### src/rtl/apb_pkg.sv
// Shared types and constants for the APB register-file completer.
package apb_pkg;

    localparam int APB_AW = 8;
    localparam int APB_DW = 8;
    localparam int IDX_W  = 4;
    localparam int WCNT_W = 3;

    localparam logic [APB_AW-1:0] ID_ADDR_DEF  = 8'hFF;
    localparam logic [APB_DW-1:0] ID_VALUE_DEF = 8'hA5;

    typedef enum logic {
        IDLE   = 1'b0,
        ACCESS = 1'b1
    } apb_state_e;

endpackage

### src/rtl/apb_slv_decode.sv
// Combinational address decode: R/W register window, ID register, or unmapped.
module apb_slv_decode
    import apb_pkg::*;
#(
    parameter int                NUM_REGS = 4,
    parameter logic [APB_AW-1:0] ID_ADDR  = ID_ADDR_DEF
) (
    input  logic [APB_AW-1:0] addr,
    input  logic              write,
    output logic [IDX_W-1:0]  idx,
    output logic              hit_rw,
    output logic              hit_id,
    output logic              err
);

    localparam logic [APB_AW-1:0] RW_LIMIT = APB_AW'(NUM_REGS);

    always_comb begin
        idx    = addr[IDX_W-1:0];
        hit_rw = (addr < RW_LIMIT);
        hit_id = (addr == ID_ADDR);
        // The ID register is read-only, so writing it counts as an error.
        err    = (!hit_rw && !hit_id) || (hit_id && write);
    end

endmodule

### src/rtl/apb_slave_regfile.sv
// APB completer with NUM_REGS R/W registers, a read-only ID register and
// programmable wait states. Slave errors are reported only with APB_SLV_ERR_EN.
//
//   state  | meaning
//   IDLE   | no transfer in flight, waiting for a setup phase
//   ACCESS | access phase: counting wait states, then completing
module apb_slave_regfile
    import apb_pkg::*;
#(
    parameter int                NUM_REGS    = 4,
    parameter int                WAIT_CYCLES = 1,
    parameter logic [APB_AW-1:0] ID_ADDR     = ID_ADDR_DEF,
    parameter logic [APB_DW-1:0] ID_VALUE    = ID_VALUE_DEF
) (
    input  logic                       pclk,
    input  logic                       presetn,
    input  logic                       psel,
    input  logic                       penable,
    input  logic                       pwrite,
    input  logic [APB_AW-1:0]          paddr,
    input  logic [APB_DW-1:0]          pwdata,
    output logic [APB_DW-1:0]          prdata,
    output logic                       pready,
    output logic                       pslverr,
    output logic [APB_DW*NUM_REGS-1:0] regs_flat
);

    localparam logic [WCNT_W-1:0] WAIT_INIT = WCNT_W'(WAIT_CYCLES);
    localparam logic              ZERO_WAIT = (WAIT_CYCLES == 0);

    apb_state_e          state_q, state_d;
    logic [WCNT_W-1:0]   wcnt_q, wcnt_d;
    logic [APB_AW-1:0]   addr_q, addr_d;
    logic [APB_DW-1:0]   wdata_q, wdata_d;
    logic                write_q, write_d;
    logic                pready_q, pready_d;
    logic                pslverr_q, pslverr_d;
    logic [APB_DW-1:0]   prdata_q, prdata_d;
    logic [APB_DW-1:0]   regs_q [NUM_REGS];
    logic [APB_DW-1:0]   regs_d [NUM_REGS];

    logic                setup;
    logic [APB_AW-1:0]   dec_addr;
    logic                dec_write;
    logic [IDX_W-1:0]    dec_idx;
    logic                dec_hit_rw;
    logic                dec_hit_id;
    logic                dec_err;
    logic                err_eff;
    logic [APB_DW-1:0]   rw_val;
    logic [APB_DW-1:0]   resp_data;
    logic                commit;

    assign setup = psel && !penable;

    // A zero-wait setup must respond on the same edge it latches, so the
    // decoder looks at the live bus during setup and the latched copy otherwise.
    assign dec_addr  = setup ? paddr  : addr_q;
    assign dec_write = setup ? pwrite : write_q;

    apb_slv_decode #(
        .NUM_REGS (NUM_REGS),
        .ID_ADDR  (ID_ADDR)
    ) u_decode (
        .addr   (dec_addr),
        .write  (dec_write),
        .idx    (dec_idx),
        .hit_rw (dec_hit_rw),
        .hit_id (dec_hit_id),
        .err    (dec_err)
    );

`ifdef APB_SLV_ERR_EN
    assign err_eff = dec_err;
`else
    assign err_eff = 1'b0;
`endif

    always_comb begin
        rw_val = '0;
        for (int i = 0; i < NUM_REGS; i++) begin
            if (dec_idx == IDX_W'(i)) rw_val = regs_q[i];
        end
    end

    always_comb begin
        resp_data = '0;
        if (!dec_write && !dec_err) begin
            if (dec_hit_rw)      resp_data = rw_val;
            else if (dec_hit_id) resp_data = ID_VALUE;
        end
    end

    assign commit = (state_q == ACCESS) && psel && penable && pready_q &&
                    write_q && dec_hit_rw;

    always_comb begin
        for (int i = 0; i < NUM_REGS; i++) begin
            regs_d[i] = regs_q[i];
            if (commit && (dec_idx == IDX_W'(i))) regs_d[i] = wdata_q;
        end
    end

    always_comb begin
        state_d   = state_q;
        wcnt_d    = wcnt_q;
        addr_d    = addr_q;
        wdata_d   = wdata_q;
        write_d   = write_q;
        pready_d  = pready_q;
        pslverr_d = pslverr_q;
        prdata_d  = prdata_q;

        if (setup) begin
            // Also covers penable dropping mid-access: restart as a fresh setup.
            state_d   = ACCESS;
            addr_d    = paddr;
            wdata_d   = pwdata;
            write_d   = pwrite;
            wcnt_d    = WAIT_INIT;
            pready_d  = ZERO_WAIT;
            pslverr_d = ZERO_WAIT && err_eff;
            prdata_d  = ZERO_WAIT ? resp_data : '0;
        end else begin
            case (state_q)
                IDLE: begin
                    state_d = IDLE;
                end
                ACCESS: begin
                    if (!psel) begin
                        state_d   = IDLE;
                        pready_d  = 1'b0;
                        pslverr_d = 1'b0;
                        prdata_d  = '0;
                    end else if (pready_q) begin
                        state_d   = IDLE;
                        pready_d  = 1'b0;
                        pslverr_d = 1'b0;
                        prdata_d  = '0;
                    end else begin
                        if (wcnt_q != '0) wcnt_d = wcnt_q - 1'b1;
                        if (wcnt_q <= WCNT_W'(1)) begin
                            pready_d  = 1'b1;
                            pslverr_d = err_eff;
                            prdata_d  = resp_data;
                        end
                    end
                end
                default: begin
                    state_d = IDLE;
                end
            endcase
        end
    end

    always_ff @(posedge pclk or negedge presetn) begin
        if (!presetn) begin
            state_q   <= IDLE;
            wcnt_q    <= '0;
            addr_q    <= '0;
            wdata_q   <= '0;
            write_q   <= 1'b0;
            pready_q  <= 1'b0;
            pslverr_q <= 1'b0;
            prdata_q  <= '0;
            for (int i = 0; i < NUM_REGS; i++) regs_q[i] <= '0;
        end else begin
            state_q   <= state_d;
            wcnt_q    <= wcnt_d;
            addr_q    <= addr_d;
            wdata_q   <= wdata_d;
            write_q   <= write_d;
            pready_q  <= pready_d;
            pslverr_q <= pslverr_d;
            prdata_q  <= prdata_d;
            for (int i = 0; i < NUM_REGS; i++) regs_q[i] <= regs_d[i];
        end
    end

    assign prdata  = prdata_q;
    assign pready  = pready_q;
    assign pslverr = pslverr_q;

    for (genvar g = 0; g < NUM_REGS; g++) begin : g_flat
        assign regs_flat[APB_DW*g +: APB_DW] = regs_q[g];
    end

endmodule

### config.mk
export PLATFORM = sky130hd
export DESIGN_NAME = apb_slave_regfile
export DESIGN_NICKNAME = d
export VERILOG_FILES = /design/src/rtl/apb_pkg.sv /design/src/rtl/apb_slv_decode.sv /design/src/rtl/apb_slave_regfile.sv
export SDC_FILE = /design/constraint.sdc
export NUM_CORES = 1
export LEC_CHECK = 0
export BUFFER_PORTS_ARGS = -buffer_cell sky130_fd_sc_hd__buf_2
export CELL_PAD_IN_SITES_DETAIL_PLACEMENT = 2
export CELL_PAD_IN_SITES_GLOBAL_PLACEMENT = 2
export CORE_MARGIN = 4
export CORE_UTILIZATION = 30
export CTS_CLUSTER_SIZE = 14
export DETAILED_ROUTE_END_ITERATION = 10
export PLACE_DENSITY_LB_ADDON = 0.12
export SLEW_MARGIN = 25
export SYNTH_ARGS = -nofsm -noshare
export SYNTH_HDL_FRONTEND = slang
export SYNTH_SLANG_ARGS = --single-unit
### constraint.sdc
create_clock -name pclk -period 1.9 [get_ports pclk]
set_input_delay 0.095 -clock pclk [delete_from_list [all_inputs] [get_ports pclk]]
set_output_delay 0.095 -clock pclk [all_outputs]
set_load 0.02 [all_outputs]
# --- Word-level counts from Yosys, hierarchy flattened ---
# Cells that the tools add are included.
# W data, S select, Z words.
word_totals:
  ramBits: 0
  n_memories: 0
  register_bits: 63
  romBits: 0
  inputBits: 21
  elab_cells: 81
  latch_bits: 0
  out_inout_bits: 42
op_classes:
  mux: 33
  n_lt_le_gt_ge: 2
  n_shift: 0
  div: 0
  multipliers: 0
  n_bitwise: 1
  n_reduce_logical: 26
  addsub: 1
  n_eq_ne: 6
ops:
  columns: ["operator", "count"]
  rows:
  - ["$mux W8", 13]
  - ["$mux W3", 5]
  - ["$mux W1", 14]
  - ["$logic_and A1 B1 Y1", 13]
  - ["$eq A4 B2 Y1 const B", 2]
  - ["$eq A8 B8 Y1 const B", 1]
  - ["$lt A8 B3 Y1 const B", 1]
  - ["$reduce_bool A2 Y1", 3]
  - ["$logic_not A1 Y1", 5]
  - ["$eq A4 B1 Y1 const B", 1]
  - ["$logic_not A4 Y1", 1]
  - ["$ne A4 B1 Y1 const B", 1]
  - ["$reduce_and A4 Y1", 1]
  - ["$le A3 B1 Y1 const B", 1]
  - ["$reduce_bool A3 Y1", 1]
  - ["$sub A3 B1 Y3 const B", 1]
  - ["$ne A2 B1 Y1 const B", 1]
  - ["$pmux W1 S2", 1]
  - ["$reduce_and A2 Y1", 1]
  - ["$logic_or A1 B1 Y1", 1]
  - ["$not A1 Y1", 1]

# --- Longest topological paths before layout ---
depth:
  depth_word: 15
  ltp_mapped: 8
  depth_no_buf: 7

# --- Hierarchy ---
# Synthesis repeated with hierarchy kept, for this count alone.
hier_totals:
  cells_unflattened: 248
  area_unflattened_um2: 2900.3
modules_own_cells:
  columns: ["module", "cells_each", "seq_area_each_um2", "instances", "area_each_um2"]
  rows:
  - ["apb_slave_regfile", 237, 1551.5, 1, 2827.7]
  - ["apb_slv_decode", 11, 0.0, 1, 72.6]

# --- Worst setup path after synthesis ---
# Ideal clock, no wire load.
synth_path:
  path_kind: "reg-to-reg"
  start: "reg addr_q[7]"
  end: "reg regs_q (netlist bit regs_flat[24])"
  path_slack_ns: -0.105
  arrival_time_ns: 1.881
  synth_period_minus_slack_ns: 2.005
  setup_ns: 0.125
  stages_incl_launch_ff: 6
  path_buffers: 0
  required_ns: 1.775
  path_cell_list: "dfrtp_1 -> nor4_1 -> and3_1 -> a21oi_2 -> nor4_2 -> mux2_2"
synth_between:
  elab_chain_cells: 4
synth_lines:
  columns: ["element", "line", "rtl"]
  rows:
  - ["start, declared", "apb_slave_regfile.sv:33", "logic [APB_AW-1:0] addr_q, addr_d;"]
  - ["start signal, assigned", "apb_slave_regfile.sv:170", "addr_q <= addr_d;"]
  - ["$mux W8", null, null]
  - ["$lt A8 B3 Y1", "apb_slv_decode.sv:20", "hit_rw = (addr < RW_LIMIT);"]
  - ["$logic_and A1 B1 Y1", "apb_slave_regfile.sv:95", "write_q && dec_hit_rw;"]
  - ["$logic_and A1 B1 Y1", "apb_slave_regfile.sv:100", "if (commit && (dec_idx == IDX_W'(i))) regs_d[i] = wdata_q;"]
  - ["end, declared", "apb_slave_regfile.sv:39", "logic [APB_DW-1:0] regs_q [NUM_REGS];"]
# Every way passes these cells.
# A chain may end at the register's enable or synchronous reset.

# --- Final worst setup path ---
layout_path:
  start: "reg addr_q[4]"
  end: "reg regs_q (netlist bit regs_flat[25])"
# Same word-level chain as after synthesis.

==> summary.txt <==
Run status - finished with violations
Violated checks - setup timing
Boundary pin count - 63
Clk root buf - clkbuf_8
Avg Cell Area, Syn - 11.74 um^2
Hold path startpoint - paddr[1]
Max rail drop VDD - 350.7 uV
Sw frac - 0.2933
Initial antenna violation count - 0
Max_slew headroom - 0.5324
CTS Buf Count - 9
PwrDens - 843.3 nW/um^2
Critical Path AT - 2.21 ns
Cell-internal power - 2.391 mW
Most frequent cells in the layout - dfrtp_1 (62), buf_2 (61), nand2_1 (56), buf_4 (29), mux2_2 (24)
Congestion Overflow GR - 0
Clock power share - 0.357
Core area - 9240 um^2
Leakage - 2.056 nW
CTS sink cnt - 62
Dpl hpwl - 6258 um
Seq pwr share - 0.442
Final min period - 1.987 ns
RSZ-0062 raised after global routing - yes
1st-pass router iterations - 4
Total track usage - 0.1653
Combinational power share - 0.201
Die X - 105.3 um
H-tree depth - 3
Die ar. - 11090 um^2
Syn_nets - 266
Nets - 382
Gpl congestion - 0.7479
DIE HEIGHT - 105.3 um
Largest net degree at the start of global routing - 63
Fin Clk Skew - 0.007967 ns
Synth-to-layout area growth - 41.28%
Worst-margin pin slew - 0.6949 ns
Final ANT Viol Nets - 0
Worst Path Max Fanout - 5
Worst setup EP type - register
Via Count - 2296
Post-Place Setup Slack - -0.1239 ns
Synth warn - 0
Worst-Skew Late Latency - 0.34 ns
DR WL/cell - 18.09 um
Final setup vio count - 32
CTS tree - built
Final period util - 1.046
Max-Cap Viols - 0
Wire length of the first global-routing pass - 14280 um
Via/cell ratio - 4.667
Number of global-route vias before repair - 2597
Initial Util - 0.3074
Fmax - 503.4 MHz
Synth Register Bits - 62
Buffers added on ports - 61
DRC Markers - 0
NetSw - 992.4 uW
FF-to-FF Start - addr_q[4]
FILL cells - 1007
WS Path Type - register to register
Row cnt - 35
Post-synthesis cell area - 2840 um^2
Post-Syn Instances - 242
Final Hold Vio Count - 0
Worst-path clk slew - 0.07 ns
Max Root-Sink Buffers - 2
Seq/Total Area, Yosys - 0.5463
Layout cells sized above 1 - 0.4325
Setup TNS - -1.991 ns
Crit path launch type - register
Worst EP required - 2.13 ns
Diode count - 0
Unique masters post-synth - 40
CP Launch Point - addr_q[4]
Initial DRC Count - 55
Max-slew violation count - 0
Worst hold path type - input port to register
Final worst setup slack - -0.08666 ns
Most common cell after layout, fill and taps aside - dfrtp_1
WL final - 8901 um
## layout make-up
| type | instances | area (um^2) | area share |
|---|---|---|---|
| sequential | 62 | 1551 | 0.3867 |
| clock buffer | 11 | 151.4 | 0.03773 |
| inverter | 5 | 21.27 | 0.005301 |
| clock inverter | 5 | 57.56 | 0.01434 |
| tap | 129 | 161.4 | 0.04022 |
| multi-input combinational | 168 | 1284 | 0.3199 |
| timing repair buffer | 112 | 785.8 | 0.1958 |
## Yosys cell counts, drive strengths merged
cell	count	area share
a21oi	12	0.022
nand4b	1	0.0031
nand3b	1	0.0026
xor2	1	0.0031
a21boi	1	0.0026
o311ai	1	0.0031
nand2b	4	0.0088
a221o	4	0.014
mux4	2	0.016
nand2	56	0.074
a22oi	6	0.016
nor3b	1	0.0026
nand3	1	0.0018
conb	1	0.0013
inv	5	0.0066
nor3	2	0.0035
nor4b	1	0.0031
o21bai	1	0.0026
nand4	5	0.011
dfrtp	62	0.55
mux2	32	0.13
o21ai	2	0.0035
a22o	4	0.012
mux2i	6	0.030
and3	2	0.0044
nor2	10	0.013
clkbuf	2	0.0026
buf	5	0.012
o31a	1	0.0031
ha	3	0.013
nor4	6	0.031
and2b	1	0.0026
## power by group through the flow
stage / logic [mW] / clock network [mW] / registers, mW
floorplan: 0.330 / 0 / 1.50
global placement: 0.624 / 0 / 1.51
detailed placement: 0.647 / 0 / 1.52
CTS: 0.679 / 1.25 / 1.49
global route: 0.765 / 1.31 / 1.51
finish: 0.679 / 1.21 / 1.50
## critical path, stage by stage (launching register included)
cell and delay [ns]:
dfrtp_1 0.41, nor4_2 0.25, and3_1 0.23, a21oi_4 0.07, buf_4 0.20, nor4_4 0.19, buf_4 0.20, mux2_2 0.33
## metrics by stage
step                      instance area, um^2    util  total power, mW  hold slack, ns  cells
final                                    4013  0.4343            3.384          0.1456    492
after global routing                     4013  0.4343            3.583          0.1434    492
after CTS                                3950  0.4275            3.425          0.1330    490
after detailed placement                 3573  0.3867            2.164          0.1391    458
after global placement                   3573  0.3867            2.137          0.1380    458
after floorplan                          2851       -            1.832         -0.2006    242
## metal layers
layer	wire length, um	share of wire	track usage
met1	3922	0.44	0.2081
met3	313	0.035	0.03735
met4	74	0.0083	0.04499
met5	0	0	0
met2	4590	0.52	0.2846
## registers in the layout, summed over array words and instances (netlist names)
name,flops
pready,1
state_q,1
prdata,8
wcnt_q,3
write_q,1
addr_q,8
wdata_q,8
regs_flat,32
## timing repair
action / CTS / global route
pin swaps: 3 / 4
hold endpoints to repair: 77 / 0
setup endpoints to repair: 27 / 40
hold buffers: 16 / 0
buffers inserted: 0 / 2
gates resized for setup: 2 / 11
## path summary, 6_finish.rpt
kind / cells after the start / slack, ns / end
min: 3 / 0.15 / addr_q[1]
max: 7 / -0.09 / regs_flat[25]
max reg2reg: 7 / -0.09 / regs_flat[25]
min in group asynchronous: 3 / 0.31 / wcnt_q[2]
max in group asynchronous: 3 / 1.30 / regs_flat[4]
min reg2reg: 2 / 0.53 / write_q
## cells by family (layout without fill, tap and decap cells)
family	count (synthesis)	after routing	synth area share
other	1	1	0.001320
AOI/OAI and AO/OA	32	32	0.07974
muxes	40	40	0.1727
adders and majority gates	3	3	0.01322
and+or+nand+nor	91	91	0.1621
xor gates and xnor gates	1	1	0.003084
DFF	62	62	0.5463
buffers and inverters	12	133	0.02158
Note: power is estimated with default switching activity, not from simulation.
